==> src/rtl/msg_defs.vh <==
`ifndef MSG_DEFS_VH
`define MSG_DEFS_VH
`define MARKER_MASTER            8'hA5
`define FLAG_TIME_MARK           8'h01
`define FLAG_STATUS_REQUEST      8'h02
`define FLAG_DATA_PACKET_REQUEST 8'h03
`endif

==> src/rtl/msg_rx_ctrl.sv <==
// Message receiver: marker / flag / payload framing with an inter-byte timeout.
// Latency: result pulses 1 cycle after the deciding byte or timeout; no backpressure, every d_rdy byte is consumed.
`include "msg_defs.vh"

module msg_rx_ctrl #(
    parameter int TIMEOUT     = 1024,
    parameter int PAYLOAD_LEN = 3
) (
    input  logic                     clk,
    input  logic                     rst,
    input  logic [7:0]               d,
    input  logic                     d_rdy,
    output logic                     tm_rcvd,
    output logic                     sr_rcvd,
    output logic                     dpr_rcvd,
    output logic [8*PAYLOAD_LEN-1:0] payload,
    output logic                     msg_err,
    output logic                     rx_busy
);

    localparam int CW = $clog2(PAYLOAD_LEN + 1);
    localparam int TW = $clog2(TIMEOUT + 1);
    localparam int PW = 8 * PAYLOAD_LEN;

    typedef enum logic [1:0] {IDLE, FLAG, PAYLOAD} state_t;
    typedef enum logic [1:0] {TYP_TM, TYP_SR, TYP_DPR} typ_t;

    state_t          state, state_nxt;
    typ_t            typ;
    logic [CW-1:0]   cnt;
    logic [TW-1:0]   tcnt;
    logic [PW-1:0]   shreg;
    logic [PW+7:0]   shift_full;
    logic [PW-1:0]   shreg_nxt;
    logic            flag_ok;
    logic            tout;
    logic            flag_take;
    logic            byte_take;
    logic            done;
    logic            err_nxt;

    assign shift_full = {shreg, d};
    assign shreg_nxt  = shift_full[PW-1:0];
    assign flag_ok    = (d == `FLAG_TIME_MARK) || (d == `FLAG_STATUS_REQUEST) ||
                        (d == `FLAG_DATA_PACKET_REQUEST);
    // An arriving byte always beats an expiring timeout.
    assign tout       = (state != IDLE) && !d_rdy && (tcnt == TW'(TIMEOUT - 1));
    assign rx_busy    = (state != IDLE);

    always_comb begin
        state_nxt = state;
        err_nxt   = 1'b0;
        done      = 1'b0;
        flag_take = 1'b0;
        byte_take = 1'b0;
        case (state)
            IDLE: begin
                if (d_rdy && d == `MARKER_MASTER) state_nxt = FLAG;
            end
            FLAG: begin
                if (d_rdy) begin
                    if (flag_ok) begin
                        flag_take = 1'b1;
                        state_nxt = PAYLOAD;
                    end else begin
                        err_nxt   = 1'b1;
                        state_nxt = IDLE;
                    end
                end else if (tout) begin
                    err_nxt   = 1'b1;
                    state_nxt = IDLE;
                end
            end
            PAYLOAD: begin
                if (d_rdy) begin
                    byte_take = 1'b1;
                    if (cnt == CW'(PAYLOAD_LEN - 1)) begin
                        done      = 1'b1;
                        state_nxt = IDLE;
                    end
                end else if (tout) begin
                    err_nxt   = 1'b1;
                    state_nxt = IDLE;
                end
            end
            default: state_nxt = IDLE;
        endcase
    end

    always_ff @(posedge clk or posedge rst) begin
        if (rst) begin
            state    <= IDLE;
            typ      <= TYP_TM;
            cnt      <= '0;
            tcnt     <= '0;
            shreg    <= '0;
            payload  <= '0;
            msg_err  <= 1'b0;
            tm_rcvd  <= 1'b0;
            sr_rcvd  <= 1'b0;
            dpr_rcvd <= 1'b0;
        end else begin
            state    <= state_nxt;
            msg_err  <= err_nxt;
            tm_rcvd  <= done && (typ == TYP_TM);
            sr_rcvd  <= done && (typ == TYP_SR);
            dpr_rcvd <= done && (typ == TYP_DPR);
            tcnt     <= (state == IDLE || d_rdy) ? '0 : tcnt + TW'(1);
            if (flag_take) begin
                cnt <= '0;
                if (d == `FLAG_TIME_MARK)           typ <= TYP_TM;
                else if (d == `FLAG_STATUS_REQUEST) typ <= TYP_SR;
                else                                typ <= TYP_DPR;
            end
            if (byte_take) begin
                shreg <= shreg_nxt;
                cnt   <= cnt + CW'(1);
            end
            // The shadow copy only moves when a whole message lands.
            if (done) payload <= shreg_nxt;
        end
    end

endmodule

==> config.mk <==
export PLATFORM = sky130hd
export DESIGN_NAME = msg_rx_ctrl
export DESIGN_NICKNAME = d
export VERILOG_FILES = /design/src/rtl/msg_rx_ctrl.sv
export VERILOG_INCLUDE_DIRS = /design/src /design/src/rtl
export SDC_FILE = /design/constraint.sdc
export NUM_CORES = 1
export LEC_CHECK = 0
export BUFFER_PORTS_ARGS = -buffer_cell sky130_fd_sc_hd__buf_2
export CAP_MARGIN = 20
export CORE_ASPECT_RATIO = 1.4
export CORE_MARGIN = 4
export CORE_UTILIZATION = 40
export CTS_BUF_LIST = sky130_fd_sc_hd__clkbuf_4 sky130_fd_sc_hd__clkbuf_8
export CTS_CLUSTER_DIAMETER = 40
export DETAILED_ROUTE_END_ITERATION = 16
export GPL_TIMING_DRIVEN = 0
export HOLD_SLACK_MARGIN = 0.03
export MAX_ROUTING_LAYER = met4
export RECOVER_POWER = 100
export REMOVE_ABC_BUFFERS = 1
export SYNTH_ARGS = -nofsm -noshare
export SYNTH_HDL_FRONTEND = slang
export SYNTH_SLANG_ARGS = --single-unit
==> constraint.sdc <==
create_clock -name clk -period 2.5 [get_ports clk]
set_input_delay 0.5 -clock clk [delete_from_list [all_inputs] [get_ports clk]]
set_output_delay 0.5 -clock clk [all_outputs]
set_load 0.03 [all_outputs]
### Word level (Yosys, flattened, before mapping)

Cells that the tools add are included.

| storage, ports and cells | value |
|---|---|
| bits in latches | 0 |
| bits of input ports | 11 |
| logic and storage cells | 64 |
| bits in registers | 61 |
| bits in read-only memories | 0 |
| RAM bits | 0 |
| memories | 0 |
| output and inout port bits | 29 |

| cells by class | value |
|---|---|
| reduce and logical (&&, ||, !) cells | 15 |
| shift-type cells | 0 |
| div/mod/pow operators | 0 |
| $add $sub $neg | 2 |
| multiply operators | 0 |
| multiplexer cells | 25 |
| bitwise operators | 0 |
| equality and inequality tests | 12 |
| magnitude comparators | 0 |

Operators by type and width:

| operator | count |
|---|---|
| 2-bit two-way mux | 10 |
| 8-bit by 2-bit == test with 1-bit output, second input constant | 2 |
| 1-bit two-way mux | 12 |
| 11-bit by 1-bit adder with 11-bit output, second input constant | 1 |
| 11-bit by 10-bit == test with 1-bit output, second input constant | 1 |
| 11-bit two-way mux | 1 |
| 8-bit by 1-bit == test with 1-bit output, second input constant | 1 |
| 8-bit == test, second input constant | 1 |
| 2-bit == test, second input constant | 3 |
| 1-bit logical AND | 6 |
| 2-bit one-hot mux with 3 select lines | 1 |
| 2-bit by 1-bit == test with 1-bit output, second input constant | 2 |
| 2-bit logical NOT | 2 |
| 2-bit nonzero test | 2 |
| 1-bit logical OR | 3 |
| 3-bit inequality test, second input constant | 1 |
| 2-bit by 1-bit adder with 2-bit output, second input constant | 1 |
| 2-bit inequality test, second input constant | 1 |
| 1-bit one-hot mux with 2 select lines | 1 |
| 2-bit AND reduction | 1 |
| 1-bit logical NOT | 1 |

### Logic depth before layout (Yosys ltp)

Gate-level depths: netlist (run 1).

| depth | value |
|---|---|
| depth in word-level cells | 8 |
| mapped depth | 6 |
| mapped depth without buffers | 6 |

### Worst setup path before layout (run 1)

No wires, ideal clock.

| timing path | value |
|---|---|
| path kind | input to register |
| start point | input port d[2] |
| end point | register typ[0] |
| path slack | 628 ps |
| buffers on the path | 0 |
| data required time | 2375 ps |
| arrival | 1747 ps |
| stages | 3 |
| cell sequence | or4_4 -> nor4_4 -> mux2_2 |

| on the way | value |
|---|---|
| word-level cells in the longest chain between the ends | 6 |
| elaborated cells on any way between the ends | 10 |
| classes of those cells | eq/ne (3); mux (5); reduce/logical (2) |

Ends and longest elaborated chain:

| what | line | RTL |
|---|---|---|
| from (decl) | msg_rx_ctrl.sv:11 | `input logic [7:0] d,` |
| 8-bit by 1-bit == test with 1-bit output (no source line) / 8-bit by 2-bit == test with 1-bit output (equally long branches) | n/a |  |
| 1-bit logical OR (2 in series) | msg_rx_ctrl.sv:44 | `` assign flag_ok = (d == `FLAG_TIME_MARK) \|\| (d == `FLAG_STATUS_REQUEST) \|\| `` |
| 1-bit two-way mux | msg_rx_ctrl.sv:62 | `if (flag_ok) begin` |
| 1-bit two-way mux | msg_rx_ctrl.sv:61 | `if (d_rdy) begin` |
| 1-bit two-way mux | msg_rx_ctrl.sv:56 | `case (state)` |
| to (signal assigned) | msg_rx_ctrl.sv:93 | `typ <= TYP_TM;` |
| to (signal assigned) | msg_rx_ctrl.sv:111 | `` if (d == `FLAG_TIME_MARK) typ <= TYP_TM; `` |
| to (signal assigned) | msg_rx_ctrl.sv:112 | `` else if (d == `FLAG_STATUS_REQUEST) typ <= TYP_SR; `` |
| to (decl) | msg_rx_ctrl.sv:29 | `typ_t typ;` |

Several ways; a longest one is shown, not always the timed one.
A chain may end at the register's enable or synchronous reset.

### Worst setup path in the final report (run 1)

| timing path | value |
|---|---|
| start point | input port d[3] |
| end point | register typ[1] |

Same word-level chain as after synthesis.

==> results of run 1 <==
==> where the power goes <==
part	switching, uW	internal [uW]	leakage [uW]
Sequential	24.0	1020	0.000848
Combinational	147	85.8	0.000500
Clock	372	505	0.000101
==> flip-flops by register name, indices dropped and copies added, names as in the netlist <==
| register | cells |
|---|---|
| dpr_rcvd | 1 |
| shreg | 16 |
| typ | 2 |
| tcnt | 11 |
| sr_rcvd | 1 |
| msg_err | 1 |
| tm_rcvd | 1 |
| state | 2 |
| payload | 24 |
| cnt | 2 |
==> Yosys cell counts <==
master	count
a21boi_1	1
a21oi_1	1
a31oi_1	1
a32o_1	2
and2_1	1
and3_1	2
buf_1	1
buf_2	1
clkbuf_1	4
dfrtp_1	61
ha_1	6
inv_1	9
mux2_2	40
nand2_1	10
nand3_1	4
nand3b_1	1
nand4_1	3
nor2_1	14
nor3_1	3
nor3b_1	2
nor4_1	1
nor4_2	1
nor4_4	1
o21a_1	1
o21ai_0	5
o221ai_2	1
o22ai_1	1
o31a_1	1
o41ai_2	1
or2_2	2
or3_1	3
or4_4	1
or4b_1	1
xnor2_1	3
xor2_1	5
==> area by class of cell <==
class	instances	share of cell area, %
Multi-Input combinational cell	119	32.38
Clock buffer	11	5.075
Clock inverter	4	1.594
Inverter	9	1.133
Tap cell	72	3.020
Timing Repair Buffer	41	5.621
Sequential cell	61	51.17
==> per-layer routing <==
layer	track usage, %	vias to the layer above	routed length, um
met5	-	-	0
met4	9.017	0	176
met3	4.293	16	248
met2	20.98	38	2315
met1	16.81	811	1986
li1	-	776	-
==> critical path, cell delays in order <==
cell and delay, ns:
clkbuf_1 0.14, or4_1 0.58, nor4_1 0.96, mux2_2 0.42
==> worst max-delay path by stage <==
stage / endpoint / startpoint / slack, ns / cells after the start
2_1_floorplan: cnt[0] / rst / 0.49 / 1
3_3_place_gp: dpr_rcvd / rst / -0.30 / 2
3_5_place_dp: typ[1] / d[3] / 0.35 / 4
4_1_cts: state[0] / state[0] / 0.40 / 5
5_1_grt: typ[1] / d[3] / 0.18 / 4
6_report: typ[1] / d[3] / 0.14 / 4
==> cell families after synthesis <==
kind of cell	Yosys count	share of synthesized area [%]
fa+ha+maj	6	2.915
buf+inv	15	2.235
flops	61	59.28
simple gates	50	10.79
xor+xnor	8	2.721
mux	40	17.49
compound gates	15	4.568
==> cell usage in the layout (no fill, tap or decap), types with 2 or more instances in the layout <==
master    instances
dfrtp_1          61
mux2_2           40
clkbuf_1         30
nor2_1           14
clkbuf_8         11
nand2_1          10
inv_1             9
buf_2             9
ha_1              6
o21ai_0           5
xor2_1            5
nand3_1           4
nor4_1            3
or3_1             3
nand4_1           3
nor3_1            3
xnor2_1           3
a32o_1            2
and3_1            2
nor3b_1           2
clkinv_2          2
clkbuf_2          2
==> through the flow <==
stage / setup TNS (ns) / cell area (um^2) / util [%] / power (uW)
2_1_floorplan: 0 / 2551 / - / 1238
3_3_place_gp: -18.22 / 2836 / 45.36 / 1304
3_5_place_dp: 0 / 2884 / 46.12 / 1314
4_1_cts: 0 / 3083 / 49.30 / 2197
5_1_grt: 0 / 2983 / 47.70 / 2266
6_report: 0 / 2983 / 47.70 / 2154
==> flow_summary.yaml, run 1 <==
status:
  outcome: "completed"
cts:
  cts_hold_repair.buffers: 0
  tritoncts: "built"
  cts.clk_slew.worst_paths_ns: 0.07
  htree_levels: 3
  number_of_gates_resized_after_cts: 0
  worstSkewPairLatency_ns: 0.34
  cts.repair_timing.setup_buffer_count: 0
  cts-buffers-inserted: 9
  cts_root_buffer: "clkbuf_8"
  clk_path_buf_depth: 2
  clock_sink_count: 61
worst_setup_path:
  critPathCaptureType: "flip-flop"
  r2r_slack_ns: 0.36
  worstSetupStartpointType: "primary input"
  cp_data_arrival_time_ns: 2.59
  crit-reg2reg-capture: "state[1]"
  reg2regPathDepth: 6
  timing.setup.critical_path_class: "primary input to flip-flop"
  critPathRequiredTime_ns: 2.73
  critical_path.reg2reg.startpoint: "state[0]"
  crit_fanout: 5
global_routing:
  antenna_found_initial: 0
  pin_count_of_the_biggest_net_entering_global_routing: 40
  via_count_of_the_first_global_routing_pass: 1687
  grt_util_all_layers_pct: 14.29
  wire_length_of_the_first_global_routing_pass_um: 7928
  gr-total-overflow: 0
detailed_routing:
  postRouteAntennaNets: 0
  via_count: 1641
  firstDrtPassIters: 4
  drt-total-wl_um: 4726
  drcViolationCount: 0
  wl_per_cell_um: 14.91
  dr.first_iter.drc_count: 76
  avgViaCountPerCell: 5.177
sta:
  finalSetupViolCount: 0
  worst_slack_ns: 0.1381
  finalCritPeriodShare_pct: 94.48
  hold_viol_final: 0
  timing.slew.headroom_pct: 24.61
  timing.hold.ws_ns: 0.3246
  worst_clock_skew_ns: 0.01152
  tightest_slew_ns: 1.121
  max_clock_freq_mhz: 423.4
  final.min_clock_period_ns: 2.362
  rsz0062_at_grt: "no"
  maxSlewViolCount: 0
pwr:
  power_density_nw_per_um2: 722.0
  worst_case_vdd_ir_drop_mv: 0.3525
  cellLeakagePower_uw: 0.001450
layout:
  area_delta_synth_final_pct: 15.84
  layout.area.seq_um2: 1526
  area_used_by_multi_input_combinational_logic_um2: 965.9
  inserted_diodes: 0
  nNetsFinal: 258
  post_route_insts_no_fill: 317
  layout-drive-gt1-share_pct: 28.16
  fillCellCount: 589
die:
  floorplan.rows: 34
  floorplan.die.width_um: 75.81
  fp.dieArea_um2: 7804
  ioPinCount: 40
  starting_density_of_the_core_pct: 41.18
  dieHeight_um: 102.9
  floorplan.core_area_um2: 6254
placed_design:
  hpwl_after_detailed_placement_um: 3260
  pre_cts_ws_ns: 0.3547
  routabilityCongestion: 0.7515
  number_of_placed_cells_counting_well_taps: 302
  total_of_buffers_placed_on_input_and_output_ports: 39
synth:
  syn-instance-count: 195
  synth_seq_cells: 61
  synth_top_cell_by_area: "dfrtp_1"
  synth.top_cell.area_share_pct: 59.28
  avg_synthesized_cell_area_um2: 13.20
  cells_taking_the_most_area_after_synthesis: "dfrtp_1, mux2_2, ha_1"
  synth.distinct_cells: 35
  ys.warnings.count: 0
  seq_area_frac_synth_pct: 59.28
  mappedNetlistArea_um2: 2575
worst_hold_path:
  worst_hold_path_type: "primary input to asynchronous set/reset pin"
job:
  cap_violations: 0
No activity file was read; power rests on OpenSTA's default activity.
==> run 2: changes to the inputs <==
Settings changed: RECOVER_POWER 100 to 25.
==> run 2 against run 1 <==
Sequential share of layout area down 1.4 points. Via count down 0.37%. Global-route usage unchanged. Die area unchanged. Clock skew down 0.0019 ns. Critical path depth up 1. Utilization up 1.4 points. Maximum frequency up 15%. Sequential cell count unchanged. Register-to-register slack better by 0.09 ns. Highest routed layer unchanged.
==> flow_summary.yaml, run 2 (synthesis gave the netlist of run 1 again) <==
worst_hold_path:
  worst_hold_path_type: "primary input to asynchronous set/reset pin"
global_routing:
  via_count_of_the_first_global_routing_pass: 1687
  antenna_found_initial: 0
  grt_util_all_layers_pct: 14.29
  wire_length_of_the_first_global_routing_pass_um: 7928
  pin_count_of_the_biggest_net_entering_global_routing: 40
  gr-total-overflow: 0
die:
  floorplan.core_area_um2: 6254
  starting_density_of_the_core_pct: 41.18
  fp.dieArea_um2: 7804
  dieHeight_um: 102.9
  floorplan.rows: 34
  floorplan.die.width_um: 75.81
  ioPinCount: 40
job:
  cap_violations: 0
worst_setup_path:
  critPathCaptureType: "flip-flop"
  worstSetupStartpointType: "flip-flop"
  cp_data_arrival_time_ns: 2.27
  crit_start: "state[0]"
  timing.setup.critical_path_class: "flip-flop to flip-flop"
  critPathRequiredTime_ns: 2.72
  critical_path.reg2reg.startpoint: "state[0]"
  crit_fanout: 23
layout:
  number_of_flip_flops_under_the_largest_register_name: 24
  area_used_by_multi_input_combinational_logic_um2: 991.0
  largest-register: "payload"
  fin_util_pct: 49.06
  inserted_diodes: 0
  layout.area.seq_um2: 1526
  post_route_insts_no_fill: 317
  fillCellCount: 572
  area_delta_synth_final_pct: 19.14
  nNetsFinal: 258
  reg.largest.list: "payload (24), shreg (16), tcnt (11)"
  layout.cells.most_common: "dfrtp_1"
  layout_common_cells: "dfrtp_1, mux2_2, buf_2"
  layout-drive-gt1-share_pct: 42.04
  postLayoutCellArea_um2: 3068
placed_design:
  routabilityCongestion: 0.7515
  place_area_um2: 2884
  number_of_placed_cells_counting_well_taps: 302
  hpwl_after_detailed_placement_um: 3260
  total_of_buffers_placed_on_input_and_output_ports: 39
sta:
  worst_clock_skew_ns: 0.009635
  timing.slew.headroom_pct: 37.93
  tightest_slew_ns: 0.9310
  max_clock_freq_mhz: 488.4
  finalSetupViolCount: 0
  final.min_clock_period_ns: 2.048
  setup_total_negative_slack_ns: 0
  hold_viol_final: 0
  maxSlewViolCount: 0
  rsz0062_at_grt: "no"
  finalCritPeriodShare_pct: 81.90
cts:
  htree_levels: 3
  cts.clk_slew.worst_paths_ns: 0.06
  clock_sink_count: 61
  tritoncts: "built"
  cts_hold_repair.buffers: 0
  clk_path_buf_depth: 2
  cts_root_buffer: "clkbuf_8"
  cts-buffers-inserted: 9
  number_of_gates_resized_after_cts: 0
  cts.repair_timing.setup_buffer_count: 0
  worstSkewPairLatency_ns: 0.34
pwr:
  worst_case_vdd_ir_drop_mv: 0.3527
  p_total_uw: 2159
  power_density_nw_per_um2: 703.8
  cellLeakagePower_uw: 0.001594
status:
  outcome: "completed"
detailed_routing:
  postRouteAntennaNets: 0
  firstDrtPassIters: 4
  avgViaCountPerCell: 5.158
  via_count: 1635
  wl_per_cell_um: 14.68
  drt-total-wl_um: 4652
  dr.first_iter.drc_count: 82
  drcViolationCount: 0
==> run 2: worst max-delay path, cell delays in order, from the launching register on <==
cell and delay, ns:
dfrtp_1 0.41, inv_1 0.10, ha_1 0.21, nand2_1 0.55, o21a_1 0.42, a32o_1 0.25
==> run 2: final timing paths <==
| path | end | slack, ns | cells past startpoint |
|---|---|---|---|
| max | state[0] | 0.45 | 5 |
| max in group asynchronous | payload[12] | 0.75 | 3 |
| min | payload[23] | 0.33 | 2 |
| max reg2reg | state[0] | 0.45 | 5 |
| min in group clk | shreg[6] | 0.45 | 2 |
| min reg2reg | tcnt[0] | 0.45 | 1 |
==> run 2: final cells by class <==
type,instances,area share (%)
Inverter,9,1.101
Sequential cell,61,49.76
Timing Repair Buffer,41,7.423
Tap cell,72,2.936
Multi-Input combinational cell,119,32.30
Clock inverter,4,1.550
Clock buffer,11,4.935
==> run 2: per-layer routing <==
metal,GRT usage [%],wire (um),vias up
li1,-,-,775
met1,16.81,1919,810
met2,20.98,2334,37
met3,4.293,240,13
met4,9.017,158,0
met5,-,0,-
==> run 2: report_power, final <==
group | internal, uW | switching (uW)
Clock | 505 | 368
Sequential | 1020 | 24.2
Combinational | 91.7 | 151
Total | 1620 | 543
==> run 2: stage by stage <==
step / hold slack (ns) / worst slack, ns
after CTS: 0.1967 / 0.4016
after global routing: 0.3911 / 0.2891
after detailed placement: 0.4461 / 0.3547
after floorplan: 0.4239 / 0.4870
after global placement: 0.4477 / -0.3010
final: 0.3302 / 0.4525
==> run 3: changes to the inputs <==
Clock period 2.5 ns to 1.68 ns, I/O delays scaled along.
==> run 3 against run 2 <==
The run now ends with negative setup slack left. Cell count grew 4.7%. Combinational power grew 120%. Final area up 6.0%. Critical path type is now flip-flop to primary output. Largest power group unchanged. Highest routed layer unchanged.
==> flow_summary.yaml, run 3 (synthesis gave the netlist of run 1 again) <==
status:
  outcome: "finished, violations left"
  violated_checks: "negative setup slack"
worst_setup_path:
  critPathRequiredTime_ns: 1.34
  worstSetupStartpointType: "flip-flop"
  critPathCaptureType: "primary output"
  cp_cell_sequence: "inv_2 -> ha_4 -> buf_4 -> buf_4 -> inv_2 -> buf_6"
  timing.setup.critical_path_class: "flip-flop to primary output"
  worst_path_max_stage_delay_ns: 0.37
  cp_data_arrival_time_ns: 1.35
  crit_fanout: 3
  cell_with_the_largest_stage_delay_on_the_worst_path: "dfrtp_1"
worst_hold_path:
  worst_hold_path_type: "primary input to asynchronous set/reset pin"
global_routing:
  pin_count_of_the_biggest_net_entering_global_routing: 40
  gr-total-overflow: 0
  wire_length_of_the_first_global_routing_pass_um: 8004
  via_count_of_the_first_global_routing_pass: 1703
  antenna_found_initial: 0
  grt_util_all_layers_pct: 14.48
cts:
  htree_levels: 3
  clk_path_buf_depth: 2
  tritoncts: "built"
  worstSkewPairLatency_ns: 0.34
  cts_hold_repair.buffers: 0
  cts-buffers-inserted: 9
  cts_root_buffer: "clkbuf_8"
  clock_sink_count: 61
  cts.clk_slew.worst_paths_ns: 0.07
sta:
  finalSetupViolCount: 1
  worst_slack_ns: -0.009508
  timing.slew.headroom_pct: 40.95
  hold_viol_final: 0
  rsz0062_at_grt: "yes"
  final.min_clock_period_ns: 1.690
  worst_clock_skew_ns: 0.01175
  max_clock_freq_mhz: 591.9
  maxSlewViolCount: 0
  tightest_slew_ns: 0.8847
  setup_total_negative_slack_ns: -0.009508
  finalCritPeriodShare_pct: 100.6
layout:
  inserted_diodes: 0
  area_used_by_multi_input_combinational_logic_um2: 1055
  number_of_flip_flops_under_the_largest_register_name: 24
  largest-register: "payload"
  area_delta_synth_final_pct: 26.34
  layout_common_cells: "dfrtp_1, mux2_2, buf_2"
  layout.area.seq_um2: 1526
  layout-drive-gt1-share_pct: 49.23
  layout.cells.most_common: "dfrtp_1"
  nNetsFinal: 273
  fillCellCount: 562
  reg.largest.list: "payload (24), shreg (16), tcnt (11)"
placed_design:
  pre_cts_ws_ns: -0.4019
  routabilityCongestion: 0.7515
  hpwl_after_detailed_placement_um: 3260
  total_of_buffers_placed_on_input_and_output_ports: 39
die:
  floorplan.rows: 34
  starting_density_of_the_core_pct: 41.18
  ioPinCount: 40
  fp.dieArea_um2: 7804
  floorplan.die.width_um: 75.81
  dieHeight_um: 102.9
  floorplan.core_area_um2: 6254
detailed_routing:
  drcViolationCount: 0
  dr.first_iter.drc_count: 85
  postRouteAntennaNets: 0
  firstDrtPassIters: 4
  wl_per_cell_um: 14.60
  via_count: 1687
  drt-total-wl_um: 4847
  avgViaCountPerCell: 5.081
pwr:
  power_density_nw_per_um2: 1044
  worst_case_vdd_ir_drop_mv: 0.5273
  cellLeakagePower_uw: 0.001687
job:
  cap_violations: 0
==> run 3: report_power, final <==
part | total, uW | switching, uW | internal, uW
clock | 1310 | 560 | 752
sequential | 1550 | 29.4 | 1520
combinational | 539 | 281 | 258
==> run 3: layout make-up <==
cell class / count / share of cell area [%]
clock buffer: 11 / 4.654
clock inverter: 4 / 1.462
inverter: 9 / 1.038
multi-input combinational: 119 / 32.42
sequential: 61 / 46.92
tap: 72 / 2.769
timing repair buffer: 56 / 10.73
==> run 3: per-stage QoR <==
stage	cell area [um^2]	std cells	total power [uW]	utilization (%)	hold slack, ns
after floorplan	2551	189	1842	-	0.4239
after global placement	2836	300	1940	45.36	0.4477
after detailed placement	2884	302	1955	46.12	0.4048
after CTS	3188	324	3406	50.98	0.03275
after global routing	3253	332	3570	52.02	0.2238
final	3253	332	3397	52.02	0.1692
==> run 3: repair_timing <==
action / in CTS / in global routing
endpoints found under the setup margin: 47 / 23
gates resized for setup: 13 / 4
hold endpoints to repair: 0 / 0
pin swaps: 5 / 5
setup buffers: 7 / 8
==> run 3: worst paths after layout <==
check,end,slack [ns],start,depth (start not counted)
min in group clk,shreg[6],0.28,d[6],2
max,rx_busy,-0.01,state[1],6
max in group asynchronous,payload[12],0.38,rst,3
min,payload[23],0.17,rst,2
max reg2reg,state[1],0.01,state[1],6
min reg2reg,tcnt[0],0.45,tcnt[0],1
==> run 3: metal layers <==
layer | up-vias | track usage, % | wire length [um]
li1 | 804 | - | -
met4 | 0 | 8.883 | 132
met3 | 12 | 4.293 | 238
met2 | 39 | 21.64 | 2459
met1 | 832 | 16.81 | 2016
met5 | - | - | 0
==> run 3: critical path, delay by kind of cell, from the launching register on <==
family	cells	cell delay [ns]
adder cells (fa/ha/maj)	1	0.16
buffers and inverters	5	0.49
flip-flops	1	0.37
